**src/rtl/dma_result_writeback.sv**
```systemverilog
// Result write-back stage: adds bias, rescales and saturates Q32.32 results to Q16.16,
// buffers them in a FIFO and drains them to SDRAM in bursts under CPU register control.
module dma_result_writeback #(
  parameter int FIFO_DEPTH  = 64,
  parameter int BURST_WORDS = 16
) (
  input  logic        clk,
  input  logic        reset_n,
  input  logic        reg_valid,
  input  logic        reg_write,
  input  logic [7:0]  reg_addr,
  input  logic [31:0] reg_wdata,
  output logic [31:0] reg_rdata,
  output logic        reg_ready,
  input  logic        res_valid,
  input  logic [63:0] res_data,
  output logic        res_ready,
  output logic        burst_wr,
  output logic [24:0] burst_addr,
  output logic [10:0] burst_len,
  output logic        burst_32bit,
  output logic [31:0] burst_wr_data,
  input  logic        burst_data_req,
  input  logic        burst_data_done
);
  localparam int AW = $clog2(FIFO_DEPTH);
  localparam int CW = AW + 1;
  localparam int NW = $clog2(BURST_WORDS + 1);
  localparam logic [CW-1:0] DEPTH_C = CW'(FIFO_DEPTH);
  localparam logic [CW-1:0] BURST_C = CW'(BURST_WORDS);

  typedef enum logic [2:0] {IDLE, COLLECT, ISSUE, WRITE, DONE} state_t;
  state_t state_reg, state_next;

  logic              access_done_reg, busy_reg, sat_flag_reg, relu_en_reg;
  logic [9:0]        count_reg, written_reg, rem_in_reg, rem_out_reg;
  logic [23:0]       dst_addr_reg, wptr_reg;
  logic [31:0]       bias_reg;
  logic [5:0]        shift_reg;
  logic [NW-1:0]     burst_n_reg, n_issue;
  logic              s1_valid_reg, s2_valid_reg;
  logic signed [64:0] s1_sum_reg, shifted;
  logic [31:0]       s2_data_reg, s2_value;
  logic              clip;
  logic [31:0]       fifo_mem [FIFO_DEPTH];
  logic [AW-1:0]     wr_ptr_reg, rd_ptr_reg;
  logic [CW-1:0]     fifo_count_reg;

  logic [5:0] reg_idx;
  logic wr_fire, cfg_wr, start_fire, accept, push, pop, pipe_empty, done_evt, fifo_empty;
  logic unused_addr;

  assign reg_idx     = reg_addr[7:2];
  assign unused_addr = ^reg_addr[1:0];
  assign wr_fire     = reg_valid && reg_write && !access_done_reg;
  assign cfg_wr      = wr_fire && !busy_reg;
  assign start_fire  = cfg_wr && (reg_idx == 6'd0) && reg_wdata[0];
  assign accept      = res_valid && res_ready;
  assign push        = s2_valid_reg;
  assign pop         = burst_data_req && (fifo_count_reg != '0);
  assign pipe_empty  = !s1_valid_reg && !s2_valid_reg;
  assign done_evt    = (state_reg == WRITE) && burst_data_done;
  assign fifo_empty  = (fifo_count_reg == '0);
  assign reg_ready   = reg_valid;
  assign burst_32bit = 1'b1;

  // Admission counts results still in the pipeline so the FIFO can never overflow.
  assign res_ready = busy_reg && (rem_in_reg != '0) &&
                     ((fifo_count_reg + CW'(s1_valid_reg) + CW'(s2_valid_reg)) < DEPTH_C);

  always_ff @(posedge clk or negedge reset_n) begin
    if (!reset_n) begin
      access_done_reg <= 1'b0;
      busy_reg        <= 1'b0;
      sat_flag_reg    <= 1'b0;
      relu_en_reg     <= 1'b0;
      count_reg       <= '0;
      written_reg     <= '0;
      rem_in_reg      <= '0;
      rem_out_reg     <= '0;
      dst_addr_reg    <= '0;
      wptr_reg        <= '0;
      bias_reg        <= '0;
      shift_reg       <= 6'd16;
      burst_n_reg     <= '0;
    end else begin
      access_done_reg <= reg_valid;
      if (cfg_wr) begin
        case (reg_idx)
          6'd1: count_reg    <= reg_wdata[9:0];
          6'd2: dst_addr_reg <= reg_wdata[23:0];
          6'd3: bias_reg     <= reg_wdata;
          6'd4: begin
            shift_reg   <= reg_wdata[5:0];
            relu_en_reg <= reg_wdata[8];
          end
          default: ;
        endcase
      end
      if (start_fire)               busy_reg <= 1'b1;
      else if (state_reg == DONE)   busy_reg <= 1'b0;
      if (start_fire)               rem_in_reg <= count_reg;
      else if (accept)              rem_in_reg <= rem_in_reg - 10'd1;
      if (start_fire) begin
        rem_out_reg <= count_reg;
        wptr_reg    <= dst_addr_reg;
        written_reg <= '0;
      end else if (done_evt) begin
        wptr_reg    <= wptr_reg + 24'(burst_n_reg);
        written_reg <= written_reg + 10'(burst_n_reg);
        rem_out_reg <= rem_out_reg - 10'(burst_n_reg);
      end
      if (state_reg == ISSUE)       burst_n_reg <= n_issue;
      if (start_fire)               sat_flag_reg <= 1'b0;
      else if (s1_valid_reg && clip) sat_flag_reg <= 1'b1;
    end
  end

  // Stage 2: rescale, optional ReLU, then clamp to the signed 32-bit range.
  always_comb begin
    shifted = s1_sum_reg >>> shift_reg;
    clip    = 1'b0;
    if (relu_en_reg && shifted[64]) shifted = '0;
    if (shifted[64:31] != {34{shifted[64]}}) begin
      clip     = 1'b1;
      s2_value = shifted[64] ? 32'h8000_0000 : 32'h7FFF_FFFF;
    end else begin
      s2_value = shifted[31:0];
    end
  end

  always_ff @(posedge clk or negedge reset_n) begin
    if (!reset_n) begin
      s1_valid_reg <= 1'b0;
      s2_valid_reg <= 1'b0;
      s1_sum_reg   <= '0;
      s2_data_reg  <= '0;
    end else begin
      s1_valid_reg <= accept;
      s2_valid_reg <= s1_valid_reg;
      s1_sum_reg   <= $signed({res_data[63], res_data}) +
                      $signed({{17{bias_reg[31]}}, bias_reg, 16'h0000});
      s2_data_reg  <= s2_value;
    end
  end

  always_ff @(posedge clk) begin
    if (push) fifo_mem[wr_ptr_reg] <= s2_data_reg;
  end

  always_ff @(posedge clk or negedge reset_n) begin
    if (!reset_n) begin
      wr_ptr_reg     <= '0;
      rd_ptr_reg     <= '0;
      fifo_count_reg <= '0;
    end else begin
      if (push) wr_ptr_reg <= wr_ptr_reg + 1'b1;
      if (pop)  rd_ptr_reg <= rd_ptr_reg + 1'b1;
      case ({push, pop})
        2'b10:   fifo_count_reg <= fifo_count_reg + 1'b1;
        2'b01:   fifo_count_reg <= fifo_count_reg - 1'b1;
        default: fifo_count_reg <= fifo_count_reg;
      endcase
    end
  end

  assign burst_wr_data = fifo_empty ? 32'h0 : fifo_mem[rd_ptr_reg];

  always_ff @(posedge clk or negedge reset_n) begin
    if (!reset_n) state_reg <= IDLE;
    else          state_reg <= state_next;
  end

  always_comb begin
    state_next = state_reg;
    case (state_reg)
      IDLE:    if (start_fire) state_next = (count_reg == '0) ? DONE : COLLECT;
      COLLECT: if ((fifo_count_reg >= BURST_C) ||
                   ((rem_in_reg == '0) && pipe_empty && !fifo_empty)) state_next = ISSUE;
      ISSUE:   state_next = WRITE;
      WRITE:   if (burst_data_done)
                 state_next = (rem_out_reg == 10'(burst_n_reg)) ? DONE : COLLECT;
      DONE:    state_next = IDLE;
      default: state_next = IDLE;
    endcase
  end

  always_comb begin
    burst_wr   = 1'b0;
    burst_addr = '0;
    burst_len  = '0;
    n_issue    = (fifo_count_reg >= BURST_C) ? NW'(BURST_WORDS) : fifo_count_reg[NW-1:0];
    if (state_reg == ISSUE) begin
      burst_wr   = 1'b1;
      burst_addr = {wptr_reg, 1'b0};
      burst_len  = 11'({n_issue, 1'b0});
    end
  end

  always_comb begin
    reg_rdata = '0;
    if (reg_valid) begin
      case (reg_idx)
        6'd0: reg_rdata = {29'b0, sat_flag_reg, fifo_empty, busy_reg};
        6'd1: reg_rdata = {22'b0, count_reg};
        6'd2: reg_rdata = {8'b0, dst_addr_reg};
        6'd3: reg_rdata = bias_reg;
        6'd4: reg_rdata = {23'b0, relu_en_reg, 2'b0, shift_reg};
        6'd5: reg_rdata = {22'b0, written_reg};
        default: reg_rdata = '0;
      endcase
    end
  end
endmodule

```
**config.mk**
```make
export PLATFORM = sky130hd
export DESIGN_NAME = dma_result_writeback
export DESIGN_NICKNAME = d
export VERILOG_FILES = /design/src/rtl/dma_result_writeback.sv
export SDC_FILE = /design/constraint.sdc
export NUM_CORES = 2
export LEC_CHECK = 0
export BUFFER_PORTS_ARGS = -buffer_cell sky130_fd_sc_hd__buf_4
export CORE_MARGIN = 5
export CORE_UTILIZATION = 44
export CTS_CLUSTER_DIAMETER = 60
export DETAILED_ROUTE_END_ITERATION = 8
export HOLD_SLACK_MARGIN = 0.05
export PLACE_DENSITY = 0.6
export SYNTH_ARGS = -nofsm -noshare
export SYNTH_HDL_FRONTEND = slang
export SYNTH_SLANG_ARGS = --single-unit
```
**constraint.sdc**
```tcl
create_clock -name clk -period 7.9 [get_ports clk]
set_clock_uncertainty 0.15 [all_clocks]
set_input_delay 0.395 -clock clk [delete_from_list [all_inputs] [get_ports clk]]
set_output_delay 0.395 -clock clk [all_outputs]
set_load 0.05 [all_outputs]
```
* Word level (Yosys, flattened, before mapping)
Memory sizes are Yosys's and may differ from the RTL's. Cells that the tools add are included.
Storage, ports and cells: bits of input ports 111, output and inout port bits 104, ROM bits 0, memories 1, RAM bits 2048, latch bits 0, register bits 256
Cells by class: add/sub/neg operators 11, equality and inequality tests 16, muxes and demuxes 32, multiply operators 0, bitwise operators 0, divide/modulo/power cells 0, magnitude comparators 2, reductions and logical operators 38, shift-type cells 1
Memories:
- fifo_mem | depth 64, width 32, read ports 1, clocked after memory_dff 0, write ports 1, RTL line 45 | logic [31:0] fifo_mem [FIFO_DEPTH];
Operators by type and width (count):
- $pmux W32 S6 | 1
- $mux W32 | 4
- $add A64 B48 Y65 | 1
- $mux W65 | 1
- $sshr A65 B6 Y65 | 1
- $mux W10 | 6
- $mux W24 | 2
- $ne A33 B33 Y1 | 1
- $mux W25 | 1
- $add A24 B5 Y24 | 1
- $logic_not A10 Y1 | 2
- $logic_and A1 B1 Y1 | 15
- $mux W3 | 5
- $add A7 B1 Y7 | 2
- $pmux W7 S2 | 1
- $add A6 B1 Y6 const B | 2
- $eq A6 B2 Y1 const B | 2
- $eq A6 B3 Y1 const B | 2
- $pmux W3 S4 | 1
- $add A10 B5 Y10 | 1
- $eq A10 B5 Y1 | 1
- $reduce_bool A10 Y1 | 1
- $reduce_bool A2 Y1 | 5
- $sub A10 B1 Y10 const B | 1
- 23 further kinds | 40

* Logic depth before layout (Yosys ltp)
depth in word-level cells 8, depth in mapped cells 16

* Least setup slack after synthesis
No wires, ideal clock.
kind reg2out, start point register shift_reg[0], end point output reg_rdata[0], slack 4.049 ns, arrival 3.306 ns, stages on the path, launching flop included 14, cells stage by stage dfrtp_1 -> buf_2 -> buf_2 -> buf_2 -> buf_2 -> buf_2 -> clkbuf_1 -> clkbuf_1 -> mux2i_1 -> nor2_1 -> a21oi_1 -> o32ai_1 -> a31oi_1 -> nor2b_1
Between the ends: longest elaborated chain between the ends 2
RTL lines:
- start: declaration | RTL line 39 | logic [5:0] shift_reg;
- start signal: assignment | RTL line 94 | shift_reg <= reg_wdata[5:0];
- $pmux W32 S6 | RTL line 203 | case (reg_idx)
- $mux W32 | RTL line 202 | if (reg_valid) begin
- end: declaration | RTL line 13 | output logic [31:0] reg_rdata,
Every way passes these cells.

* Worst setup path in the final report
start point register rd_ptr_reg[0], end point output burst_wr_data[21]
Between the ends: longest elaborated chain between the ends 2
RTL lines:
- start: declaration | RTL line 46 | logic [AW-1:0] wr_ptr_reg, rd_ptr_reg;
- start signal: assignment | RTL line 158 | if (pop) rd_ptr_reg <= rd_ptr_reg + 1'b1;
- $mem_v2 Z64 W32
- $mux W32 | RTL line 167 | assign burst_wr_data = fifo_empty ? 32'h0 : fifo_mem[rd_ptr_reg];
- end: declaration | RTL line 22 | output logic [31:0] burst_wr_data,
Every way passes these cells.

==> key figures <==
Global routing
  • Grt ovf: 0
  • Initial antenna violation count: 24
  • First-pass GRT wire length: about 360,000 um
  • GRT Resource Usage Total: around a fifth
  • Largest net degree at the start of global routing: 148
  • Vias in the first global route: approximately 50,000

Die
  • Full die area: 228,000 sq um
  • Die W: approximately 480 um
  • Initial Util: 44.3%
  • Boundary Pins: around 220
  • Core ar.: between 200,000 and 250,000 sq um
  • Row cnt: approximately 170
  • Chip height: roughly 480 um

Synth
  • Yosys warning count: 0
  • Register area share after synthesis: a little over two thirds
  • Number of flops mapped to enable cells by yosys: approximately 2,000
  • Synth unique cells: 79
  • Largest area contributor in the netlist: edfxtp_1
  • Mapped Area: 96,300 sq um
  • Post-Synthesis Cells: 4,937
  • Post-synth ARST share: 11.1%
  • Top cell type's share of synthesized area: 63.8%
  • Yosys reg bits: 2,304
  • Syn Area/Cell: 19.5 sq um
  • Area contributors post-synth: edfxtp_1 64%, mux4_2 18%, dfrtp_1 6.6%, mux2_2 1.3%, ha_1 0.95%
  • Main synth FF type: edfxtp_1

Critical path
  • Worst Path Buf+Inv: 2
  • Number of cells on the critical path: 6
  • CP max stage delay: roughly 1.1 ns
  • CP dominant cell by count: mux4_2
  • Worst EP arrival: 4.79 ns
  • CP Capture Type: output port
  • Setup crit start kind: flop
  • Worst Path Required: 7.36 ns
  • Crit Path Max Fanout: 40
  • Worst reg2reg path depth: 12
  • Setup crit end: burst_wr_data[21]
  • Worst Setup Path Type: flop to output port
  • Reg2Reg Capture Point: s2_data_reg[23]
  • Crit-path leading delay family: multiplexers
  • Slowest cell on crit path: dfrtp_4
  • R2R Path Start: shift_reg[1]
  • Critical-path cell list: buf_4 > mux4_2 > mux4_2 > mux4_2 > nor2b_1 > buf_4
  • CP startpoint: rd_ptr_reg[0]
  • R2R Setup Slk: 2.66 ns

CTS
  • Root Driver: clkbuf_16
  • Clock Path Buffers: 3
  • Inserted Clock Buffers: about 230
  • Clk Latency, worst-skew pair: ~0.88 ns
  • CTS tree: yes
  • Clk sinks: ~2,300
  • Clock-pin transition on the worst setup and hold timing paths: about 0.06 ns
  • Post-CTS Resized: 0
  • H-tree levels: 4

STA
  • Normalized max-slew margin: 14.8%
  • Tmin final: approximately 5.3 ns
  • Final worst slack: about 2.6 ns
  • Final setup viols: 0
  • Final Hold Viols: 0
  • Worst slew pin tran: 1.28 ns
  • Final worst-path cycle share: around 68%
  • RSZ-0062 raised after global routing: no
  • Final TNS setup: 0 ns
  • Slew Viols, Final: 0
  • WHS: roughly 0.13 ns
  • Fmax: approximately 190 MHz

Job
  • Max-Cap Viols: 0

Detailed routing
  • Pre-antenna DRT Iters: 5
  • DR iter-0 viols: approximately 5,300
  • Routed wire length: about 240,000 um
  • Residual DRC: 0
  • Post-DRT Antenna Nets: 0
  • Vias per cell: between 5 and 6
  • Routed len/inst: approximately 29 um
  • Via count: just under 50,000

Pwr
  • Comb power frac: just under 30%
  • Pint: 25.1 mW
  • Peak VDD IR: between 0.5 and 0.6 mV
  • Sw Ratio: a little under a third
  • Clock share of power: about 30%
  • Power per standard cell area: approximately 330 nW/um^2
  • Net Sw Power: 11.3 mW
  • Flop pwr share: around two fifths
  • LEAKAGE: 36.9 nW

Placed design
  • Cells after DPL: 7,819
  • HPWL Detailed: around 140,000 um
  • GPL Wtd Cong: about 0.85
  • Post-place setup slack: between 2 and 3 ns
  • PortBufs: about 200

Final layout
  • Layout cells sized above 1: between 20% and 30%
  • Number of flip-flops in the largest register: about 2,000
  • Area grow syn2layout: 15.1%
  • Fillers: 17,300
  • Non-Filler Instances: roughly 8,400
  • Final nets: around 5,500

Outcome
  • Status: finished, final reports clean

Worst hold path
  • Worst Hold Class: primary input to flop
final cells by class:
cell class / instances / area, sq um / share of cell area, %
Antenna cell: 15 / 37.5 / 0.0339
Clock buffer: 286 / 6060 / 5.46
Clock inverter: 153 / 1580 / 1.42
Inverter: 48 / 180 / 0.162
Multi-Input combinational cell: 2296 / 27500 / 24.8
Sequential cell: 2304 / 68000 / 61.3
Tap cell: 2854 / 3570 / 3.22
Timing Repair Buffer: 458 / 3960 / 3.57
kinds of logic (layout without fill, tap and decap cells):
kind of cell,after synthesis,after routing,synth area share [%]
multiplexers,929,929,19.5
XOR/XNOR,96,96,0.873
AO/OA/AOI/OAI,495,495,3.24
AND/OR/NAND/NOR,690,690,3.34
adder cells (fa/ha/maj),78,78,1.05
other,2,23,0.00780
buffers and inverters,343,945,1.44
flip-flops,2304,2304,70.5
power groups by stage:
| stage | sequential, mW | combinational [mW] | clock, mW |
|---|---|---|---|
| global route | 14.9 | 11.4 | 11.7 |
| floorplan | 14.5 | 7.60 | 0 |
| finish | 14.8 | 10.7 | 10.9 |
| detailed placement | 15.0 | 10.7 | 0 |
| global placement | 15.0 | 10.7 | 0 |
| CTS | 14.8 | 10.8 | 11.1 |
what timing repair did:
action,CTS,global route
endpoints found under the setup margin,0,0
setup buffers,0,0
hold buffers,141,0
endpoints found under the hold margin,264,0
Yosys cell counts (9+ instances only):
cell and number:
a211oi_1 14, a21o_1 47, a21oi_1 144, a22o_1 15, a31oi_1 17, and2_1 40, and3_1 21, buf_1 69
buf_2 23, buf_4 11, clkbuf_1 188, dfrtp_1 255, edfxtp_1 2048, ha_1 73, inv_1 46, mux2_2 108
mux2i_1 70, mux4_2 750, nand2_1 218, nand2b_1 17, nand3_1 44, nand4_1 17, nor2_1 196, nor2b_1 64
nor3_1 33, o211ai_1 25, o21a_1 9, o21ai_0 130, o21bai_1 9, o22a_1 9, or3_1 11, xnor2_1 60
xor2_1 36
per-layer routing:
metal / global-route usage, % / vias up / share of wire [%]
li1: - / 21100 / -
met1: 28.8 / 26100 / 41
met2: 34.2 / 1594 / 48
met3: 5.32 / 372 / 7.5
met4: 5.95 / 6 / 2.8
met5: 0 / - / 0.019
worst reg2reg max path, stage by stage (launching register included):
cell	delay (ns)
dfrtp_4	0.75
buf_4	0.71
mux4_2	0.65
o22ai_1	0.23
a21oi_1	0.08
or3_1	0.45
a2111oi_2	0.37
o32ai_1	0.15
o41ai_2	0.36
nand2b_1	0.12
nor2b_4	0.15
o21ai_4	0.70
mux2i_1	0.28
layout by cell type, fill, tap and decap left out, types with 130 or more instances in the layout:
master / synthesis / layout
o21ai_0: 130 / 130
a21oi_1: 144 / 144
edfxtp_1: 2048 / 2048
nand2_1: 218 / 218
dfrtp_1: 255 / 217
nor2_1: 196 / 135
buf_4: 11 / 303
dlygate4sd3_1: 0 / 141
mux4_2: 750 / 750
clkbuf_16: 0 / 233
through the flow:
stage	instance area (sq um)	util, %	total power [mW]
after floorplan	96300	-	22.1
after global placement	102000	46.8	25.7
after detailed placement	102000	46.8	25.8
after CTS	111000	50.9	36.7
after global routing	111000	51.0	37.9
final	111000	51.0	36.4
worst min path at each step:
stage,from,cells after the start,to
2_1_floorplan,reset_n,0,access_done_reg
3_3_place_gp,state_reg[2],1,state_reg[2]
3_5_place_dp,sat_flag_reg,2,sat_flag_reg
4_1_cts,res_data[2],2,s1_sum_reg[2]
5_1_grt,res_data[2],2,s1_sum_reg[2]
6_report,res_data[2],2,s1_sum_reg[2]
No activity file was read; power rests on OpenSTA's default activity.
